File: config.mk
export PLATFORM = sky130hd
export DESIGN_NAME = logistic_snd_poly
export DESIGN_NICKNAME = d
export VERILOG_FILES = /design/src/rtl/logistic_snd_poly.sv
export SDC_FILE = /design/constraint.sdc
export NUM_CORES = 1
export LEC_CHECK = 0
export CORE_ASPECT_RATIO = 2
export CORE_UTILIZATION = 40
export DETAILED_ROUTE_END_ITERATION = 7
export PLACE_DENSITY = 0.57
export SLEW_MARGIN = 40
export SYNTH_ARGS = -nofsm -noshare
export SYNTH_HDL_FRONTEND = slang
export SYNTH_SLANG_ARGS = --single-unit
File: constraint.sdc
create_clock -name clk -period 9.1 [get_ports clk]
set_input_delay 1.365 -clock clk [delete_from_list [all_inputs] [get_ports clk]]
set_output_delay 1.365 -clock clk [all_outputs]
set_load 0.005 [all_outputs]
File: src/rtl/logistic_snd_poly.sv
// Logistic-map sonifier: fixed-point x <= r*x*(1-x) drives a bank of square-wave NCOs mixed by sigma-delta PWM.
// Optional LOGISTIC_SND_DITHER_EN adds a 16-bit Galois LFSR that dithers the x LSB.
module logistic_snd_poly #(
  parameter int N_OSC      = 8,
  parameter int FRAC       = 10,
  parameter int ITER_LEN   = 100,
  parameter int R_INC      = 1000,
  parameter int R_MIN      = 32'h440,
  parameter int R_MAX      = 32'hFFF,
  parameter int R_STEP     = 4,
  parameter int PHASE_BITS = 12,
  parameter int PHASE_DEC  = 9,
  parameter int LO_INC     = 16,
  parameter int HI_INC     = 96
) (
  input  logic                          clk,
  input  logic                          rst_n,
  input  logic [1:0]                    mode,
  input  logic [FRAC+1:0]               r_hold,
  input  logic [$clog2(N_OSC+1)-1:0]    n_active,
  output logic [FRAC-1:0]               x_out,
  output logic                          x_valid,
  output logic [FRAC+1:0]               r_out,
  output logic                          snd
);

  localparam int NW  = $clog2(N_OSC + 1);
  localparam int ICW = $clog2(ITER_LEN);
  localparam int RCW = (R_INC > 1) ? $clog2(R_INC) : 1;
  localparam int RW  = FRAC + 2;
  localparam int YW  = FRAC + 3;
  localparam int PW  = 2 * FRAC + 1;
  localparam int QW  = 2 * FRAC + 3;

  localparam logic [FRAC:0]     ONE_W      = {1'b1, {FRAC{1'b0}}};
  localparam logic [FRAC-1:0]   X_INIT     = {1'b1, {(FRAC-1){1'b0}}};
  localparam logic [FRAC-1:0]   X_MIN      = {{(FRAC-1){1'b0}}, 1'b1};
  localparam logic [FRAC-1:0]   X_MAX      = {FRAC{1'b1}};
  localparam logic [RW-1:0]     R_MIN_V    = RW'(R_MIN);
  localparam logic [RW-1:0]     R_MAX_V    = RW'(R_MAX);
  localparam logic [RW-1:0]     R_STEP_V   = RW'(R_STEP);
  localparam logic [YW-1:0]     R_MAX_E    = YW'(R_MAX);
  localparam logic [YW-1:0]     R_LOW_E    = YW'(R_MIN + R_STEP);
  localparam logic [YW-1:0]     R_STEP_E   = YW'(R_STEP);
  localparam logic [ICW-1:0]    WAIT_LAST  = ICW'(ITER_LEN - 4);
  localparam logic [RCW-1:0]    RCNT_LAST  = RCW'(R_INC - 1);
  localparam logic [NW-1:0]     N_MAX      = NW'(N_OSC);

  typedef enum logic [1:0] {
    S_WAIT = 2'd0,
    S_MUL1 = 2'd1,
    S_MUL2 = 2'd2,
    S_DONE = 2'd3
  } state_t;

  function automatic logic [FRAC-1:0] clamp_x(input logic [YW-1:0] y);
    logic [FRAC-1:0] res;
    if (y == {YW{1'b0}}) res = X_MIN;
    else if (y >= {2'b00, ONE_W}) res = X_MAX;
    else res = y[FRAC-1:0];
    return res;
  endfunction

  function automatic logic [NW-1:0] clamp_n(input logic [NW-1:0] n);
    logic [NW-1:0] res;
    if (n == {NW{1'b0}}) res = NW'(1);
    else if (n > N_MAX) res = N_MAX;
    else res = n;
    return res;
  endfunction

  state_t                  state_r, state_nxt_s;
  logic [ICW-1:0]          it_cnt_r;
  logic [FRAC:0]           t_r;
  logic [YW-1:0]           y_r;
  logic [FRAC-1:0]         x_r;
  logic                    x_valid_r;
  logic [RW-1:0]           r_r;
  logic                    dir_up_r;
  logic [RCW-1:0]          r_cnt_r;
  logic [NW-1:0]           ptr_r;
  logic [NW-1:0]           n_eff_r;
  logic [PHASE_BITS-1:0]   freq_r  [N_OSC];
  logic [PHASE_BITS-1:0]   phase_r [N_OSC];
  logic [PHASE_DEC-1:0]    pre_r;
  logic [NW:0]             acc_r;
  logic                    snd_r;

  logic [PW-1:0]           prod1_s;
  logic [QW-1:0]           prod2_s;
  logic [FRAC-1:0]         x_clamp_s;
  logic [FRAC-1:0]         x_new_s;
  logic [31:0]             fprod_s;
  logic [PHASE_BITS-1:0]   freq_new_s;
  logic [YW-1:0]           up_e_s;
  logic [RW-1:0]           r_nxt_s;
  logic                    dir_nxt_s;
  logic                    r_upd_s;
  logic [NW-1:0]           n_eff_s, ptr_eff_s, ptr_inc_s, ptr_nxt_s;
  logic [NW:0]             s_s, sum_s;
  logic                    tick_s;

  assign x_out   = x_r;
  assign x_valid = x_valid_r;
  assign r_out   = r_r;
  assign snd     = snd_r;

  assign prod1_s   = {{(FRAC+1){1'b0}}, x_r} * {{FRAC{1'b0}}, (ONE_W - {1'b0, x_r})};
  assign prod2_s   = {{(FRAC+1){1'b0}}, r_r} * {{RW{1'b0}}, t_r};
  assign x_clamp_s = clamp_x(y_r);
  assign tick_s    = &pre_r;

`ifdef LOGISTIC_SND_DITHER_EN
  logic [15:0]     lfsr_r;
  logic [FRAC-1:0] x_dith_s;

  // Dither source: Galois LFSR advancing once per iteration
  always_ff @(posedge clk or negedge rst_n) begin
    if (!rst_n) lfsr_r <= 16'hACE1;
    else if (state_r == S_DONE) lfsr_r <= {1'b0, lfsr_r[15:1]} ^ (lfsr_r[0] ? 16'hB400 : 16'h0000);
  end

  // Dithered x, kept away from the zero fixed point
  always_comb begin
    x_dith_s = x_clamp_s ^ {{(FRAC-1){1'b0}}, lfsr_r[0]};
    if (x_dith_s == {FRAC{1'b0}}) x_new_s = X_MIN;
    else x_new_s = x_dith_s;
  end
`else
  assign x_new_s = x_clamp_s;
`endif

  assign fprod_s    = 32'(HI_INC - LO_INC) * {{(32-FRAC){1'b0}}, x_new_s};
  assign freq_new_s = PHASE_BITS'(32'(LO_INC) + (fprod_s >> FRAC));

  // Iteration FSM state register
  always_ff @(posedge clk or negedge rst_n) begin
    if (!rst_n) state_r <= S_WAIT;
    else state_r <= state_nxt_s;
  end

  // Iteration FSM next state: the WAIT dwell pads the loop to ITER_LEN clocks
  always_comb begin
    state_nxt_s = S_WAIT;
    case (state_r)
      S_WAIT:  if (it_cnt_r == WAIT_LAST) state_nxt_s = S_MUL1; else state_nxt_s = S_WAIT;
      S_MUL1:  state_nxt_s = S_MUL2;
      S_MUL2:  state_nxt_s = S_DONE;
      S_DONE:  state_nxt_s = S_WAIT;
      default: state_nxt_s = S_WAIT;
    endcase
  end

  // Next r for the selected sweep mode; bounds tested one bit wider to avoid wrap
  always_comb begin
    up_e_s    = {1'b0, r_r} + R_STEP_E;
    r_nxt_s   = r_r;
    dir_nxt_s = dir_up_r;
    case (mode)
      2'b00: if (up_e_s > R_MAX_E) r_nxt_s = R_MIN_V; else r_nxt_s = up_e_s[RW-1:0];
      2'b01: if ({1'b0, r_r} < R_LOW_E) r_nxt_s = R_MAX_V; else r_nxt_s = r_r - R_STEP_V;
      2'b10: begin
        if (dir_up_r) begin
          if (up_e_s > R_MAX_E) begin
            r_nxt_s   = R_MAX_V;
            dir_nxt_s = 1'b0;
          end else begin
            r_nxt_s   = up_e_s[RW-1:0];
          end
        end else begin
          if ({1'b0, r_r} < R_LOW_E) begin
            r_nxt_s   = R_MIN_V;
            dir_nxt_s = 1'b1;
          end else begin
            r_nxt_s   = r_r - R_STEP_V;
          end
        end
      end
      2'b11:   r_nxt_s = r_hold;
      default: r_nxt_s = r_r;
    endcase
    r_upd_s = (mode == 2'b11) || (r_cnt_r == {RCW{1'b0}});
  end

  // Voice pointer: clamp to the live voice count before writing, then advance
  always_comb begin
    n_eff_s = clamp_n(n_active);
    if (ptr_r >= n_eff_s) ptr_eff_s = {NW{1'b0}};
    else ptr_eff_s = ptr_r;
    ptr_inc_s = ptr_eff_s + NW'(1);
    if (ptr_inc_s == n_eff_s) ptr_nxt_s = {NW{1'b0}};
    else ptr_nxt_s = ptr_inc_s;
  end

  // Map datapath, r sweep and voice frequency writes
  always_ff @(posedge clk or negedge rst_n) begin
    if (!rst_n) begin
      it_cnt_r  <= {ICW{1'b0}};
      t_r       <= {(FRAC+1){1'b0}};
      y_r       <= {YW{1'b0}};
      x_r       <= X_INIT;
      x_valid_r <= 1'b0;
      r_r       <= R_MIN_V;
      dir_up_r  <= 1'b1;
      r_cnt_r   <= {RCW{1'b0}};
      ptr_r     <= {NW{1'b0}};
      n_eff_r   <= NW'(1);
      for (int i = 0; i < N_OSC; i++) freq_r[i] <= {PHASE_BITS{1'b0}};
    end else begin
      if (state_r == S_WAIT && it_cnt_r != WAIT_LAST) it_cnt_r <= it_cnt_r + ICW'(1);
      else it_cnt_r <= {ICW{1'b0}};
      if (state_r == S_MUL1) t_r <= (FRAC+1)'(prod1_s >> FRAC);
      if (state_r == S_MUL2) y_r <= YW'(prod2_s >> FRAC);
      x_valid_r <= (state_r == S_DONE);
      if (state_r == S_DONE) begin
        x_r <= x_new_s;
        if (r_upd_s) begin
          r_r      <= r_nxt_s;
          dir_up_r <= dir_nxt_s;
        end
        if (r_cnt_r == RCNT_LAST) r_cnt_r <= {RCW{1'b0}};
        else r_cnt_r <= r_cnt_r + RCW'(1);
        ptr_r   <= ptr_nxt_s;
        n_eff_r <= n_eff_s;
        for (int i = 0; i < N_OSC; i++) begin
          if (NW'(i) == ptr_eff_s) freq_r[i] <= freq_new_s;
        end
      end
    end
  end

  // NCO bank: every voice advances on the shared prescaler tick
  always_ff @(posedge clk or negedge rst_n) begin
    if (!rst_n) begin
      pre_r <= {PHASE_DEC{1'b0}};
      for (int i = 0; i < N_OSC; i++) phase_r[i] <= {PHASE_BITS{1'b0}};
    end else begin
      pre_r <= pre_r + PHASE_DEC'(1);
      for (int i = 0; i < N_OSC; i++) begin
        if (tick_s) phase_r[i] <= phase_r[i] + freq_r[i];
      end
    end
  end

  // Count of live voices currently high
  always_comb begin
    s_s = {(NW+1){1'b0}};
    for (int i = 0; i < N_OSC; i++) begin
      if ((NW'(i) < n_eff_r) && phase_r[i][PHASE_BITS-1]) s_s = s_s + (NW+1)'(1);
      else s_s = s_s;
    end
    sum_s = acc_r + s_s;
  end

  // First-order sigma-delta: duty of snd equals s/n_eff exactly
  always_ff @(posedge clk or negedge rst_n) begin
    if (!rst_n) begin
      acc_r <= {(NW+1){1'b0}};
      snd_r <= 1'b0;
    end else if (sum_s >= {1'b0, n_eff_r}) begin
      acc_r <= sum_s - {1'b0, n_eff_r};
      snd_r <= 1'b1;
    end else begin
      acc_r <= sum_s;
      snd_r <= 1'b0;
    end
  end

endmodule

* Word-level counts from Yosys, hierarchy flattened
Cells that the tools add are included. W data, S select, Z words.
Word-level totals: flip-flop bits (word level) 282, bits of input ports 20, output and inout port bits 24, word-level logic and storage cells 145
Cells by class: add/sub/neg operators 25, $mul 3, order comparisons 14, equal/unequal tests 17, mux-type cells 29, reductions and logical operators 27
Operators with widths (count):
- $add A12 B12 Y12 | 8
- $mux W12 | 5
- $pmux W12 S4 | 1
- $mux W5 | 8
- $add A5 B1 Y5 const B | 7
- $mux W10 | 3
- $mul A12 B11 Y23 | 1
- $mul A10 B11 Y21 | 1
- $reduce_and A2 Y1 | 9
- $eq A3 B4 Y1 const A | 4
- $lt A3 B4 Y1 const A | 4
- $mux W4 | 4
- $add A12 B3 Y13 const B | 1
- $ge A13 B11 Y1 const B | 1
- $gt A13 B12 Y1 const B | 1
- $logic_not A13 Y1 | 1
- $mul A3 B10 Y13 const A | 1
- $lt A12 B11 Y1 const B | 1
- $sub A12 B3 Y12 const B | 1
- $sub A11 B10 Y11 const A | 1
- $add A10 B1 Y10 const B | 1
- $eq A10 B10 Y1 const B | 1
- $logic_not A10 Y1 | 1
- $add A9 B1 Y9 const B | 1
- other kinds (26) | 48

* Depth between registers and ports, before layout
depth in word-level cells 20, gate-level depth with buffers 30

* Worst setup path after synthesis
OpenSTA, ideal clock, no wires.
path type register to register, start reg x_r[1], in the netlist x_out[1], end reg t_r[9], setup time 0.125 ns, arrival 6.460 ns, slack 2.516 ns, stages on the path, launching flop included 26, clock period less this slack 6.584 ns, cell sequence dfrtp_1 -> nor3_1 -> nor3b_1 -> nor3b_1 -> nor3b_1 -> ha_1 -> nand2b_1 -> fa_1 -> fa_1 -> fa_1 -> inv_1 -> fa_1 -> inv_1 -> fa_1 -> inv_1 -> ha_1 -> a21o_1 -> a21o_1 -> a21oi_1 -> nand2_1 -> a31oi_1 -> nor3_1 -> or3_1 -> a21oi_1 -> xnor2_1 -> mux2_2
On the way: word-level cells in the longest chain between the ends 2
RTL lines:
- from (decl) | line 76 | logic [FRAC-1:0] x_r;
- from (signal assigned) | line 216 | x_r <= x_new_s;
- $sub A11 B10 Y11 | line 108 | assign prod1_s = {{(FRAC+1){1'b0}}, x_r} * {{FRAC{1'b0}}, (ONE_W - {1'b0, x_r})};
- $mul A10 B11 Y21 * | line 108
- to (signal assigned) | line 199 | t_r <= {(FRAC+1){1'b0}};
- to (signal assigned) | line 212 | if (state_r == S_MUL1) t_r <= (FRAC+1)'(prod1_s >> FRAC);
- to (decl) | line 74 | logic [FRAC:0] t_r;
Mark *: on every way between the ends. The rest lies on a longest branch, timed or not. A chain may end at the register's enable or synchronous reset.

* Worst setup path after layout
start reg x_r[0], in the netlist x_out[0], end reg t_r[9]
The elaborated chain is that of the path after synthesis.

==> run metrics <==
syn_area_per_cell 9.98 um2; R2R Path Start x_out[0]$_DFFE_PN0P_; Port-buffer cells 43; Relative slew margins a little over two fifths; Initial Util between 40% and 50%; Gate Count Post-Synth 2,211; ys async rst share 100%; via count 15.3k; Final Non-Filler Cells 2,911; total of max-cap violations 0; Synth Cell Area 22,100 um2; Cell Int Power 0.00176 W; drt drc 0; post-layout util between 40 and 50%; Setup crit start x_out[0]$_DFFE_PN0P_; slowest stage delay, CP 670 ps; Core Rows around 120; vias in the first global route ~17k; die area 56,200 um2; Fill cells 5,274; combinational share of power 3.2%; Detail Route Antenna Nets 0; Area Growth Syn to Fin 9.19%; largest net degree at the start of global routing 139; clk slew on worst S/H paths 60 ps; GRT Total Usage between 10% and 20%; register area between 6000 and 7000 um2; #FFs+latches synth 250; Final WS setup 1640 ps; core footprint 54,500 um2; Setup crit end kind flop; Die Y around 330 um; Final Hold Fails 0; CTS resizes 0; first-pass GRT wire length 83.5 mm; CP max FO 16; share of the synthesized area in the top cell type 27.8%; CP arrival 7910 ps; family with the most delay on the worst path adder cells; clk_lat worst skew 560 ps; DRT Pass-1 Iters 5; Routed WL per cell about 17 um; predominant post-synthesis flop cell dfrtp_1; Yosys top cell by area dfrtp_1; peak supply drop 0.000121 V; Final setup violation count 0; r2r endpoint t_r[9]$_DFFE_PN0N_; clock skew 15.1 ps; diode count 0; Max Slew Vio Count 0; Tightest Pin Transition 869 ps; GRT overflow 0; clock share of power between 40 and 50%; Total Power roughly 0.0023 W; worst hold-check path type flop to flop; Seq pwr share roughly half; 1st-iter DRT viols 549; Period minus WS final 7460 ps; Worst Setup EP t_r[9]$_DFFE_PN0N_; post-synthesis sequential area ratio 28.4%; CP Launch Type flop; post-CTS setup buffers 0; Die Wd roughly 170 um; CTS Buf Count 27; Total Routed Length 49.2 mm; Setup WS pre-CTS 1610 ps; setup TNS 0 ps; Synth area leaders dfrtp_1 28%, fa_1 15%, ha_1 14%; fraction of layout cells with a size suffix above 1 9.80%; CTS tree built; slowest CP cell dfrtp_1; hold path depth 1; Post-synth EDFFs 0; Switching Fraction a little under a quarter; synth unique cells a little under 80; R2R Setup Slk 1640 ps; YS warnings 0; maximum buffer depth of the clock tree 3; initial antenna violation count 0; root buffer cell clkbuf_16; RSZ-0062 raised after global routing no; H-tree level count 1; nets 2,647; hold bufs inserted after CTS 0; most frequent cell after synthesis inv_1; Vias/cell 5.26; WP buf/inv 5; critical path class flop to flop; Worst path depth 27; GPL Wtd Cong 0.872; P per Cell Area 94.9 nW/um2; FMAX 0.134 GHz; reg2reg path depth 27; I/O pin count 44; Crit path top cell by count fa_1; top cells by count, synth 283 x inv_1, 245 x dfrtp_1, 243 x ha_1, 167 x fa_1, 161 x nand2_1; hpwl dp 38.4 mm; Multi-input gate area around 14,000 um2; P_leak 12.4 nW; period utilization 82.0%; status complete, no violations; Critical Path RT 9550 ps; P_sw 0.000523 W; TritonCTS Sinks 250; placed insts roughly 2.9k
[cell usage in the layout, fill, tap and decap left out, types with 16 or more instances in the layout]
cell and n:
a21o_1 30, a21oi_1 106, and2_1 69, and3_1 16, clkbuf_16 27, clkdlybuf4s50_1 42
dfrtp_1 244, fa_1 167, ha_1 242, inv_1 283, mux2_2 119, nand2_1 161
nand2b_1 51, nand3_1 38, nor2_1 78, nor2b_1 46, nor3_1 21, o21ai_0 60
o21bai_1 35, xnor2_1 111, xor2_1 53
[cells by family (layout without fill, tap and decap cells)]
logic type	count (synthesis)	in the layout	share of synthesized area, %
adder cells (fa/ha/maj)	410	410	28.9
XOR/XNOR	168	168	6.94
AND/OR/NAND/NOR	539	539	12.5
multiplexers	132	132	6.78
AO/OA/AOI/OAI	342	342	10.1
flip-flops	250	250	28.4
buffers and inverters	368	386	6.32
other	2	8	0.0340
[routing by layer]
metal  global-route usage [%]  share of wire (%)  vias up
met3                     1.48                2.1       96
met2                     37.4                 57      222
li1                         -                  -     7314
met1                     18.9                 37     7688
met4                     7.45                4.1        0
met5                        0                  0        -
[how the worst min path moves through the flow]
stage	slack [ps]	start	end
floorplan	440	pre_r[0]$_DFF_PN0_	pre_r[0]$_DFF_PN0_
global placement	450	pre_r[0]$_DFF_PN0_	pre_r[0]$_DFF_PN0_
detailed placement	460	pre_r[7]$_DFF_PN0_	pre_r[7]$_DFF_PN0_
CTS	470	pre_r[7]$_DFF_PN0_	pre_r[7]$_DFF_PN0_
global route	490	phase_r[70]$_DFFE_PN0P_	phase_r[70]$_DFFE_PN0P_
finish	470	pre_r[0]$_DFF_PN0_	pre_r[0]$_DFF_PN0_
[sequential cells by signal (all words and copies together) (netlist names), 2 cells and up]
name,count
phase_r,96
freq_r,64
y_r,13
r_out,12
t_r,11
r_cnt_r,10
x_out,10
pre_r,9
it_cnt_r,7
acc_r,5
n_eff_r,4
ptr_r,4
state_r,2
[area by class of cell]
type | count | area share [%]
inverters | 284 | 4.42
clock buffers | 39 | 3.24
well taps | 676 | 3.51
repair buffers | 55 | 2.45
multi-input cells | 1599 | 60.0
flip-flops and latches | 250 | 26.0
clock inverters | 8 | 0.384
[power by group through the flow]
stage / logic (W) / registers [W] / clock network (W)
after detailed placement: 0.0000734 / 0.00113 / 0
after floorplan: 0.0000290 / 0.00113 / 0
after CTS: 0.0000743 / 0.00111 / 0.00115
final: 0.0000727 / 0.00111 / 0.00110
after global routing: 0.0000846 / 0.00111 / 0.00118
after global placement: 0.0000706 / 0.00113 / 0
[per-stage QoR]
stage          area, um2  hold WS (ps)
3_5_place_dp       23200           459
6_report           24100           474
2_1_floorplan      22100           435
5_1_grt            24100           494
3_3_place_gp       23100           452
4_1_cts            24100           471
Power figures use the tool's default switching activity.
